## src/rtl/mctrl_pkg.sv

```systemverilog
// Shared types and encodings for the multicycle controller.
// MCTRL_LI_EN adds the load-immediate (LI) execute state.
package mctrl_pkg;

   typedef enum logic [3:0] {
      S_FETCH,
      S_DECODE,
      S_MEMADR,
      S_MEMRD,
      S_MEMWB,
      S_MEMWR,
      S_RTEXEC,
      S_ALUWB,
      S_BEQ,
      S_BLE,
      S_ADDIEX,
      S_IMMWB,
`ifdef MCTRL_LI_EN
      S_JUMP,
      S_LIEX
`else
      S_JUMP
`endif
   } state_t;

   localparam logic [5:0] OP_RTYPE = 6'b000000;
   localparam logic [5:0] OP_LW    = 6'b100011;
   localparam logic [5:0] OP_SW    = 6'b101011;
   localparam logic [5:0] OP_SB    = 6'b101000;
   localparam logic [5:0] OP_BEQ   = 6'b000100;
   localparam logic [5:0] OP_BLE   = 6'b011111;
   localparam logic [5:0] OP_ADDI  = 6'b001000;
   localparam logic [5:0] OP_J     = 6'b000010;
   localparam logic [5:0] OP_LI    = 6'b010001;

   localparam logic [1:0] ALU_ADD   = 2'b00;
   localparam logic [1:0] ALU_SUB   = 2'b01;
   localparam logic [1:0] ALU_FUNCT = 2'b10;
   localparam logic [1:0] ALU_PASS  = 2'b11;

   localparam logic [1:0] SRCB_REG   = 2'b00;
   localparam logic [1:0] SRCB_FOUR  = 2'b01;
   localparam logic [1:0] SRCB_SEXT  = 2'b10;
   localparam logic [1:0] SRCB_SHIFT = 2'b11;

   localparam logic [1:0] PC_ALU    = 2'b00;
   localparam logic [1:0] PC_ALUOUT = 2'b01;
   localparam logic [1:0] PC_JUMP   = 2'b10;

   localparam logic [1:0] MW_BYTE = 2'b00;
   localparam logic [1:0] MW_HALF = 2'b01;
   localparam logic [1:0] MW_WORD = 2'b10;

endpackage

```

## src/rtl/mctrl_if.sv

```systemverilog
// Opcode/ready inputs and datapath control outputs of the controller.
interface mctrl_if #(
   parameter int OP_W = 6
);
   logic [OP_W-1:0] op;
   logic            mem_ready;
   logic            pcwrite;
   logic            branch;
   logic            brle;
   logic            iord;
   logic            irwrite;
   logic            memwrite;
   logic [1:0]      memwidth;
   logic            memtoreg;
   logic            regdst;
   logic            regwrite;
   logic            alusrca;
   logic [1:0]      alusrcb;
   logic [1:0]      pcsrc;
   logic [1:0]      aluop;
   logic            illegal_op;
   logic            mem_timeout;

   modport master (
      output op, mem_ready,
      input  pcwrite, branch, brle, iord, irwrite, memwrite, memwidth,
      input  memtoreg, regdst, regwrite, alusrca, alusrcb, pcsrc, aluop,
      input  illegal_op, mem_timeout
   );

   modport slave (
      input  op, mem_ready,
      output pcwrite, branch, brle, iord, irwrite, memwrite, memwidth,
      output memtoreg, regdst, regwrite, alusrca, alusrcb, pcsrc, aluop,
      output illegal_op, mem_timeout
   );
endinterface

```

## src/rtl/mctrl_timer.sv

```systemverilog
// Memory wait counter; flags expiry when a wait reaches TIMEOUT cycles.
module mctrl_timer #(
   parameter int TIMEOUT = 15
) (
   input  logic clk,
   input  logic reset,
   input  logic clr,
   input  logic wait_en,
   output logic expired
);
   localparam logic [7:0] LIM = 8'(TIMEOUT);

   logic [7:0] cnt;

   assign expired = wait_en && (cnt == LIM);

   always_ff @(posedge clk) begin
      if (reset || clr || expired)
         cnt <= '0;
      else if (wait_en)
         cnt <= cnt + 8'd1;
   end
endmodule

```

## src/rtl/multicycle_ctrl.sv

```systemverilog
// Moore control FSM for a multicycle CPU with memory-wait timeout.
// MCTRL_LI_EN enables the LI opcode; otherwise LI decodes as illegal.
module multicycle_ctrl
   import mctrl_pkg::*;
#(
   parameter int OP_W    = 6,
   parameter int TIMEOUT = 15
) (
   input logic    clk,
   input logic    reset,
   mctrl_if.slave bus
);
   state_t     state, nxt;
   logic [5:0] op6;
   logic       hi_ok, waiting, expired, clr, illegal;
   logic       pcw, irw, mw, rw, br;

   assign op6   = bus.op[5:0];
   assign hi_ok = (bus.op >> 6) == '0;

   assign waiting = !bus.mem_ready &&
      (state == S_FETCH || state == S_MEMRD || state == S_MEMWR);

   // Counter restarts whenever a wait state is freshly entered
   assign clr = (nxt != state) &&
      (nxt == S_FETCH || nxt == S_MEMRD || nxt == S_MEMWR);

   mctrl_timer #(.TIMEOUT(TIMEOUT)) u_timer (
      .clk     (clk),
      .reset   (reset),
      .clr     (clr),
      .wait_en (waiting),
      .expired (expired)
   );

   always_comb begin
      nxt     = state;
      illegal = 1'b0;
      unique case (state)
         S_FETCH:
            if (bus.mem_ready) nxt = S_DECODE;
         S_DECODE: begin
            nxt = S_FETCH;
            if (!hi_ok) illegal = 1'b1;
            else begin
               case (op6)
                  OP_LW, OP_SW, OP_SB: nxt = S_MEMADR;
                  OP_RTYPE:            nxt = S_RTEXEC;
                  OP_BEQ:              nxt = S_BEQ;
                  OP_BLE:              nxt = S_BLE;
                  OP_ADDI:             nxt = S_ADDIEX;
                  OP_J:                nxt = S_JUMP;
`ifdef MCTRL_LI_EN
                  OP_LI:               nxt = S_LIEX;
`endif
                  default:             illegal = 1'b1;
               endcase
            end
         end
         S_MEMADR:
            nxt = (op6 == OP_LW) ? S_MEMRD : S_MEMWR;
         S_MEMRD:
            if (expired) nxt = S_FETCH;
            else if (bus.mem_ready) nxt = S_MEMWB;
         S_MEMWR:
            if (expired || bus.mem_ready) nxt = S_FETCH;
         S_RTEXEC: nxt = S_ALUWB;
         S_ADDIEX: nxt = S_IMMWB;
`ifdef MCTRL_LI_EN
         S_LIEX:   nxt = S_IMMWB;
`endif
         default:  nxt = S_FETCH;
      endcase
   end

   always_ff @(posedge clk) begin
      if (reset) state <= S_FETCH;
      else       state <= nxt;
   end

   always_comb begin
      pcw          = 1'b0;
      irw          = 1'b0;
      mw           = 1'b0;
      rw           = 1'b0;
      br           = 1'b0;
      bus.brle     = 1'b0;
      bus.iord     = 1'b0;
      bus.memwidth = MW_WORD;
      bus.memtoreg = 1'b0;
      bus.regdst   = 1'b0;
      bus.alusrca  = 1'b0;
      bus.alusrcb  = SRCB_REG;
      bus.pcsrc    = PC_ALU;
      bus.aluop    = ALU_ADD;
      unique case (state)
         S_FETCH: begin
            bus.alusrcb = SRCB_FOUR;
            irw         = bus.mem_ready;
            pcw         = bus.mem_ready;
         end
         S_DECODE: bus.alusrcb = SRCB_SHIFT;
         S_MEMADR: begin
            bus.alusrca = 1'b1;
            bus.alusrcb = SRCB_SEXT;
         end
         S_MEMRD: bus.iord = 1'b1;
         S_MEMWB: begin
            bus.memtoreg = 1'b1;
            rw           = 1'b1;
         end
         S_MEMWR: begin
            bus.iord     = 1'b1;
            mw           = !expired;
            bus.memwidth = (op6 == OP_SB) ? MW_BYTE : MW_WORD;
         end
         S_RTEXEC: begin
            bus.alusrca = 1'b1;
            bus.aluop   = ALU_FUNCT;
         end
         S_ALUWB: begin
            bus.regdst = 1'b1;
            rw         = 1'b1;
         end
         S_BEQ, S_BLE: begin
            bus.alusrca = 1'b1;
            bus.aluop   = ALU_SUB;
            bus.pcsrc   = PC_ALUOUT;
            br          = 1'b1;
            bus.brle    = (state == S_BLE);
         end
         S_ADDIEX: begin
            bus.alusrca = 1'b1;
            bus.alusrcb = SRCB_SEXT;
         end
`ifdef MCTRL_LI_EN
         S_LIEX: begin
            bus.alusrcb = SRCB_SEXT;
            bus.aluop   = ALU_PASS;
         end
`endif
         S_IMMWB: rw = 1'b1;
         S_JUMP: begin
            bus.pcsrc = PC_JUMP;
            pcw       = 1'b1;
         end
         default: ;
      endcase
   end

   assign bus.pcwrite     = pcw && !reset;
   assign bus.irwrite     = irw && !reset;
   assign bus.memwrite    = mw && !reset;
   assign bus.regwrite    = rw && !reset;
   assign bus.branch      = br && !reset;
   assign bus.illegal_op  = illegal && !reset;
   assign bus.mem_timeout = expired && !reset;
endmodule
```

## src/flat_wrapper.sv

```systemverilog
// flat-port wrapper written by rule: the top's interface ports become plain ports
module multicycle_ctrl_flat import mctrl_pkg::*;
#(
   parameter int OP_W    = 6,
   parameter int TIMEOUT = 15
)
  (clk, reset, bus_op, bus_mem_ready, bus_pcwrite, bus_branch, bus_brle, bus_iord, bus_irwrite, bus_memwrite, bus_memwidth, bus_memtoreg, bus_regdst, bus_regwrite, bus_alusrca, bus_alusrcb, bus_pcsrc, bus_aluop, bus_illegal_op, bus_mem_timeout);
  mctrl_if #(.OP_W(OP_W)) bus_i ();
  input logic clk;
  input logic reset;
  input wire logic [$bits(bus_i.op)-1:0] bus_op;
  input wire logic [$bits(bus_i.mem_ready)-1:0] bus_mem_ready;
  output wire logic [$bits(bus_i.pcwrite)-1:0] bus_pcwrite;
  output wire logic [$bits(bus_i.branch)-1:0] bus_branch;
  output wire logic [$bits(bus_i.brle)-1:0] bus_brle;
  output wire logic [$bits(bus_i.iord)-1:0] bus_iord;
  output wire logic [$bits(bus_i.irwrite)-1:0] bus_irwrite;
  output wire logic [$bits(bus_i.memwrite)-1:0] bus_memwrite;
  output wire logic [$bits(bus_i.memwidth)-1:0] bus_memwidth;
  output wire logic [$bits(bus_i.memtoreg)-1:0] bus_memtoreg;
  output wire logic [$bits(bus_i.regdst)-1:0] bus_regdst;
  output wire logic [$bits(bus_i.regwrite)-1:0] bus_regwrite;
  output wire logic [$bits(bus_i.alusrca)-1:0] bus_alusrca;
  output wire logic [$bits(bus_i.alusrcb)-1:0] bus_alusrcb;
  output wire logic [$bits(bus_i.pcsrc)-1:0] bus_pcsrc;
  output wire logic [$bits(bus_i.aluop)-1:0] bus_aluop;
  output wire logic [$bits(bus_i.illegal_op)-1:0] bus_illegal_op;
  output wire logic [$bits(bus_i.mem_timeout)-1:0] bus_mem_timeout;
  assign bus_i.op = bus_op;
  assign bus_i.mem_ready = bus_mem_ready;
  assign bus_pcwrite = bus_i.pcwrite;
  assign bus_branch = bus_i.branch;
  assign bus_brle = bus_i.brle;
  assign bus_iord = bus_i.iord;
  assign bus_irwrite = bus_i.irwrite;
  assign bus_memwrite = bus_i.memwrite;
  assign bus_memwidth = bus_i.memwidth;
  assign bus_memtoreg = bus_i.memtoreg;
  assign bus_regdst = bus_i.regdst;
  assign bus_regwrite = bus_i.regwrite;
  assign bus_alusrca = bus_i.alusrca;
  assign bus_alusrcb = bus_i.alusrcb;
  assign bus_pcsrc = bus_i.pcsrc;
  assign bus_aluop = bus_i.aluop;
  assign bus_illegal_op = bus_i.illegal_op;
  assign bus_mem_timeout = bus_i.mem_timeout;
  multicycle_ctrl #(.OP_W(OP_W), .TIMEOUT(TIMEOUT)) u_core (.clk(clk), .reset(reset), .bus(bus_i));
endmodule
```

## config.mk

```make
export PLATFORM = sky130hd
export DESIGN_NAME = multicycle_ctrl_flat
export DESIGN_NICKNAME = d
export VERILOG_FILES = /design/src/rtl/mctrl_pkg.sv /design/src/rtl/mctrl_if.sv /design/src/rtl/mctrl_timer.sv /design/src/rtl/multicycle_ctrl.sv /design/src/flat_wrapper.sv
export SDC_FILE = /design/constraint.sdc
export NUM_CORES = 1
export LEC_CHECK = 0
export CORE_MARGIN = 3
export CORE_UTILIZATION = 45
export DETAILED_ROUTE_END_ITERATION = 16
export GPL_TIMING_DRIVEN = 0
export PLACE_DENSITY_LB_ADDON = 0.12
export SYNTH_ARGS = -nofsm -noshare
export SYNTH_HDL_FRONTEND = slang
export SYNTH_SLANG_ARGS = --single-unit
```

## constraint.sdc

```tcl
create_clock -name clk -period 2 [get_ports clk]
set_input_delay 0.4 -clock clk [delete_from_list [all_inputs] [get_ports clk]]
set_output_delay 0.4 -clock clk [all_outputs]
set_load 0.02 [all_outputs]
```

==> results by group <==
Critical path
  • Critical Path Start Type: flip-flop
  • Critical Path, Cell by Cell: or4b_4 -> buf_4 -> nor4_2 -> a221oi_2 -> a21boi_2 -> o31ai_4 -> buf_4 -> nor2_1
  • Reg2reg setup slack: -0.25 ns
  • CP arrival: 2.47 ns
  • CP Buf/Inv Count: 2
  • Setup Crit Path Kind: flip-flop to flip-flop
  • Reg2reg start: u_core.state[2]$_SDFF_PP0_
  • FF-to-FF End: u_core.u_timer.cnt[6]$_SDFFE_PP0P_
  • Max incr delay on CP: 0.56 ns
  • Reg2Reg Depth: 8
  • Most used cell, CP: buf_4
  • Crit Path Max Fanout: 8
  • CP max stage cell: or4b_4
  • Critical path's top delay family: simple AND/OR/NAND/NOR gates
  • Data required, critical path: 2.23 ns
  • Worst setup EP type: flip-flop

Logic synthesis
  • EDFF count, synth: 0
  • Top_reg_cell synth: dfxtp_1
  • Ys async rst share: 0%
  • Syn_nets: 149
  • Post-Syn Instances: 139
  • Post-Syn Area per Cell: 7.31 um2
  • Synth cell types: 45
  • Main area contributors after synthesis: dfxtp_1 24%, nor2_1 8.5%, xor2_1 6.9%
  • Ys Warns: 0
  • Cell taking the most area after synthesis: dfxtp_1
  • Post-Synthesis Cell Area: 0.00102 mm2
  • Sequential fraction of the synthesis area: 23.6%
  • Top-area cell type share of the netlist area: 23.6%
  • Flops & latches, synth: 12

Global routing
  • Gr ovfl total: 0
  • GRT met1 Usage: 32.2%
  • M2 GR Usage: 44.7%
  • Vias in the first global route: 1,150
  • First-pass GRT wire length: 5.39 mm
  • Initial antenna violation count: 0
  • Overall routing resource usage: 25.8%
  • Largest net degree at the start of global routing: 11
  • Met3 Use GR: 6.76%
  • Busiest grt layer: met2

Place
  • DP Wirelength: 2.14 mm
  • I/O Buffers: 26
  • Placer's final routability congestion estimate: 0.878
  • Placed Area: 0.00132 mm2
  • Placed Cells: 192

Finish
  • Area grow syn2layout: 59.5%
  • Post-route cell area: 0.00162 mm2
  • Layout Cells excl Fill: 212
  • Fraction of layout cells with a size suffix above 1: 40.0%
  • # diodes: 0
  • Nets: 196

Die
  • FP Rows: 16
  • Ports: 29
  • Full die area: 0.00286 mm2
  • Die Y: 53.5 um
  • CORE AREA: 0.00204 mm2
  • Die Wd: 53.5 um
  • Starting density of the core: 49.8%

Clock network
  • Clock Latency Late Sink: 0.30 ns
  • Hold_buf cts: 0
  • H-tree Lvls: 1
  • Clock sinks: 12
  • CTS buffer count: 3
  • CTS Buffer Depth: 2
  • Clk slew on worst S/H paths: 0.08 ns
  • CTS tree: done
  • Clock root buffer master: clkbuf_4

Timing
  • Fmax: 0.445 GHz
  • Min Clock Period, post-route: 2.25 ns
  • Hold Violations, Final: 0
  • Final setup vio count: 13
  • Pins Over Slew Limit: 0
  • Worst Clk Skew: 0.000848 ns
  • RSZ-0062 raised after global routing: true
  • Setup ws final: -0.246 ns
  • Final period utilization: 112%

Power and ir drop
  • Switching share of power: 32.3%
  • Clock share of power: 33.6%
  • Tot Pwr: 629 uW
  • Pwr dens: 388 mW/mm2
  • Reg power frac: 39.4%
  • Sw Pwr: 203 uW
  • Comb pwr share: 27.1%
  • IR drop worst, VDD: 0.000409 V
  • Leakage power: 0.668 nW
  • Pint: 426 uW

Routing
  • Via density: 5.96
  • Antenna viol nets, final: 0
  • DRT Pass-1 Iters: 4
  • Final wirelength: 3.87 mm
  • Residual DRC: 0
  • Iteration-0 DRC Markers: 34
  • Drt wl/cell: 18.3 um
  • Via count: 1,263

Worst hold path
  • Hold Path Origin: u_core.u_timer.cnt[3]$_SDFFE_PP0P_
  • Worst min path class: flip-flop to flip-flop
  • Min-Delay Endpoint: u_core.u_timer.cnt[3]$_SDFFE_PP0P_
  • Cells on Worst Hold Path: 2

Run
  • Max cap viols: 0

Status
  • Outcome: finished with violations
  • Failing checks: setup timing
[cells in the mapped netlist, types with 2 or more instances]
cell / number
nand4_1: 5
buf_2: 2
nand3_1: 2
dfxtp_1: 12
inv_1: 4
nand2_1: 12
nor2b_1: 2
xor2_1: 8
nor4_1: 3
clkbuf_1: 5
nand3b_1: 2
nor3_1: 9
a32oi_1: 2
o31ai_4: 2
o21ai_0: 6
nor2_1: 23
a2111oi_0: 2
nand2b_1: 2
and3_1: 3
a21oi_1: 7
xnor2_1: 2
[what timing repair did]
item / in CTS / in global routing
resized for setup: 90 / 26
setup buffers: 5 / 10
gates cloned: 0 / 1
pin swaps: 9 / 3
setup endpoints to repair: 27 / 23
[power groups by stage]
stage               clock network, mW  registers, mW  logic [mW]
finish                          0.211          0.248       0.170
global route                    0.224          0.248       0.180
CTS                             0.206          0.249       0.148
detailed placement                  0          0.255       0.128
global placement                    0          0.254       0.124
floorplan                           0          0.253      0.0797
[how the worst max path moves through the flow]
stage / from / to / slack (ns) / depth (start not counted)
floorplan: u_core.state[2]$_SDFF_PP0_ / bus_illegal_op / -0.15 / 2
global placement: bus_op[2] / bus_illegal_op / -0.73 / 5
detailed placement: bus_op[2] / bus_illegal_op / -0.79 / 5
CTS: u_core.state[2]$_SDFF_PP0_ / bus_memwrite / -0.16 / 8
global route: bus_op[5] / u_core.u_timer.cnt[6]$_SDFFE_PP0P_ / -0.35 / 8
finish: u_core.state[2]$_SDFF_PP0_ / u_core.u_timer.cnt[6]$_SDFFE_PP0P_ / -0.25 / 8
[per-layer routing]
metal	up-vias	wire, um	share of wire [%]
met1	617	1580	41
met2	52	2040	53
met3	4	209	5.4
li1	590	-	-
met4	0	38	0.98
met5	-	0	0
[registers in the layout, summed over array words and instances (netlist names)]
register / cells
u_core.u_timer.cnt: 8
u_core.state: 4
[worst min-delay path, stage by stage, from the launching register on]
cell and delay (ns):
dfxtp_1 0.37, xor2_1 0.08, nor2_1 0.07
[placed cells by master (no fill, tap or decap), types with 2 or more instances in the layout]
master / instances
buf_2: 2
xnor2_1: 2
nand2_1: 9
xor2_1: 8
o31ai_4: 2
nor2_1: 22
dfxtp_1: 6
nor4_2: 2
a2111oi_4: 2
nor3_1: 5
clkbuf_4: 5
nor4_1: 2
nand2_2: 3
a21oi_1: 5
nand4_1: 5
clkbuf_2: 5
buf_4: 22
o21ai_0: 6
and3_1: 2
nor3_2: 4
dfxtp_2: 3
a32oi_1: 2
nor2b_1: 2
nand3_1: 2
dlygate4sd2_1: 13
a21oi_2: 2
dfxtp_4: 3
buf_8: 3
nand3b_1: 2
inv_1: 4
[layout make-up]
type,count,area [um2]
buffer,9,87.6
clock buffer,4,36.3
fill,142,422
inverter,4,15.0
multi-input combinational,114,848
sequential,12,255
tap,27,33.8
timing repair buffer,42,344
[through the flow]
step | setup slack [ns] | utilization (%) | TNS, ns | hold slack, ns
global route | -0.351 | 79.4 | -2.99 | 0.591
detailed placement | -0.790 | 64.8 | -11.37 | 0.517
CTS | -0.157 | 72.7 | -0.544 | 0.551
global placement | -0.732 | 64.8 | -10.44 | 0.505
finish | -0.246 | 79.4 | -1.98 | 0.559
floorplan | -0.149 | - | -0.149 | 0.485
[cell families (layout without fill, tap and decap cells)]
group / count (synthesis) / count (layout) / synth area share [%]
compound gates: 29 / 29 / 22.2
xor+xnor: 10 / 10 / 8.62
fa+ha+maj: 2 / 2 / 2.22
buf+inv: 13 / 59 / 5.54
flops: 12 / 12 / 23.6
mux: 1 / 1 / 0.985
other cells: 1 / 1 / 0.369
simple gates: 71 / 71 / 36.5
No activity file was read; power rests on OpenSTA's default activity.
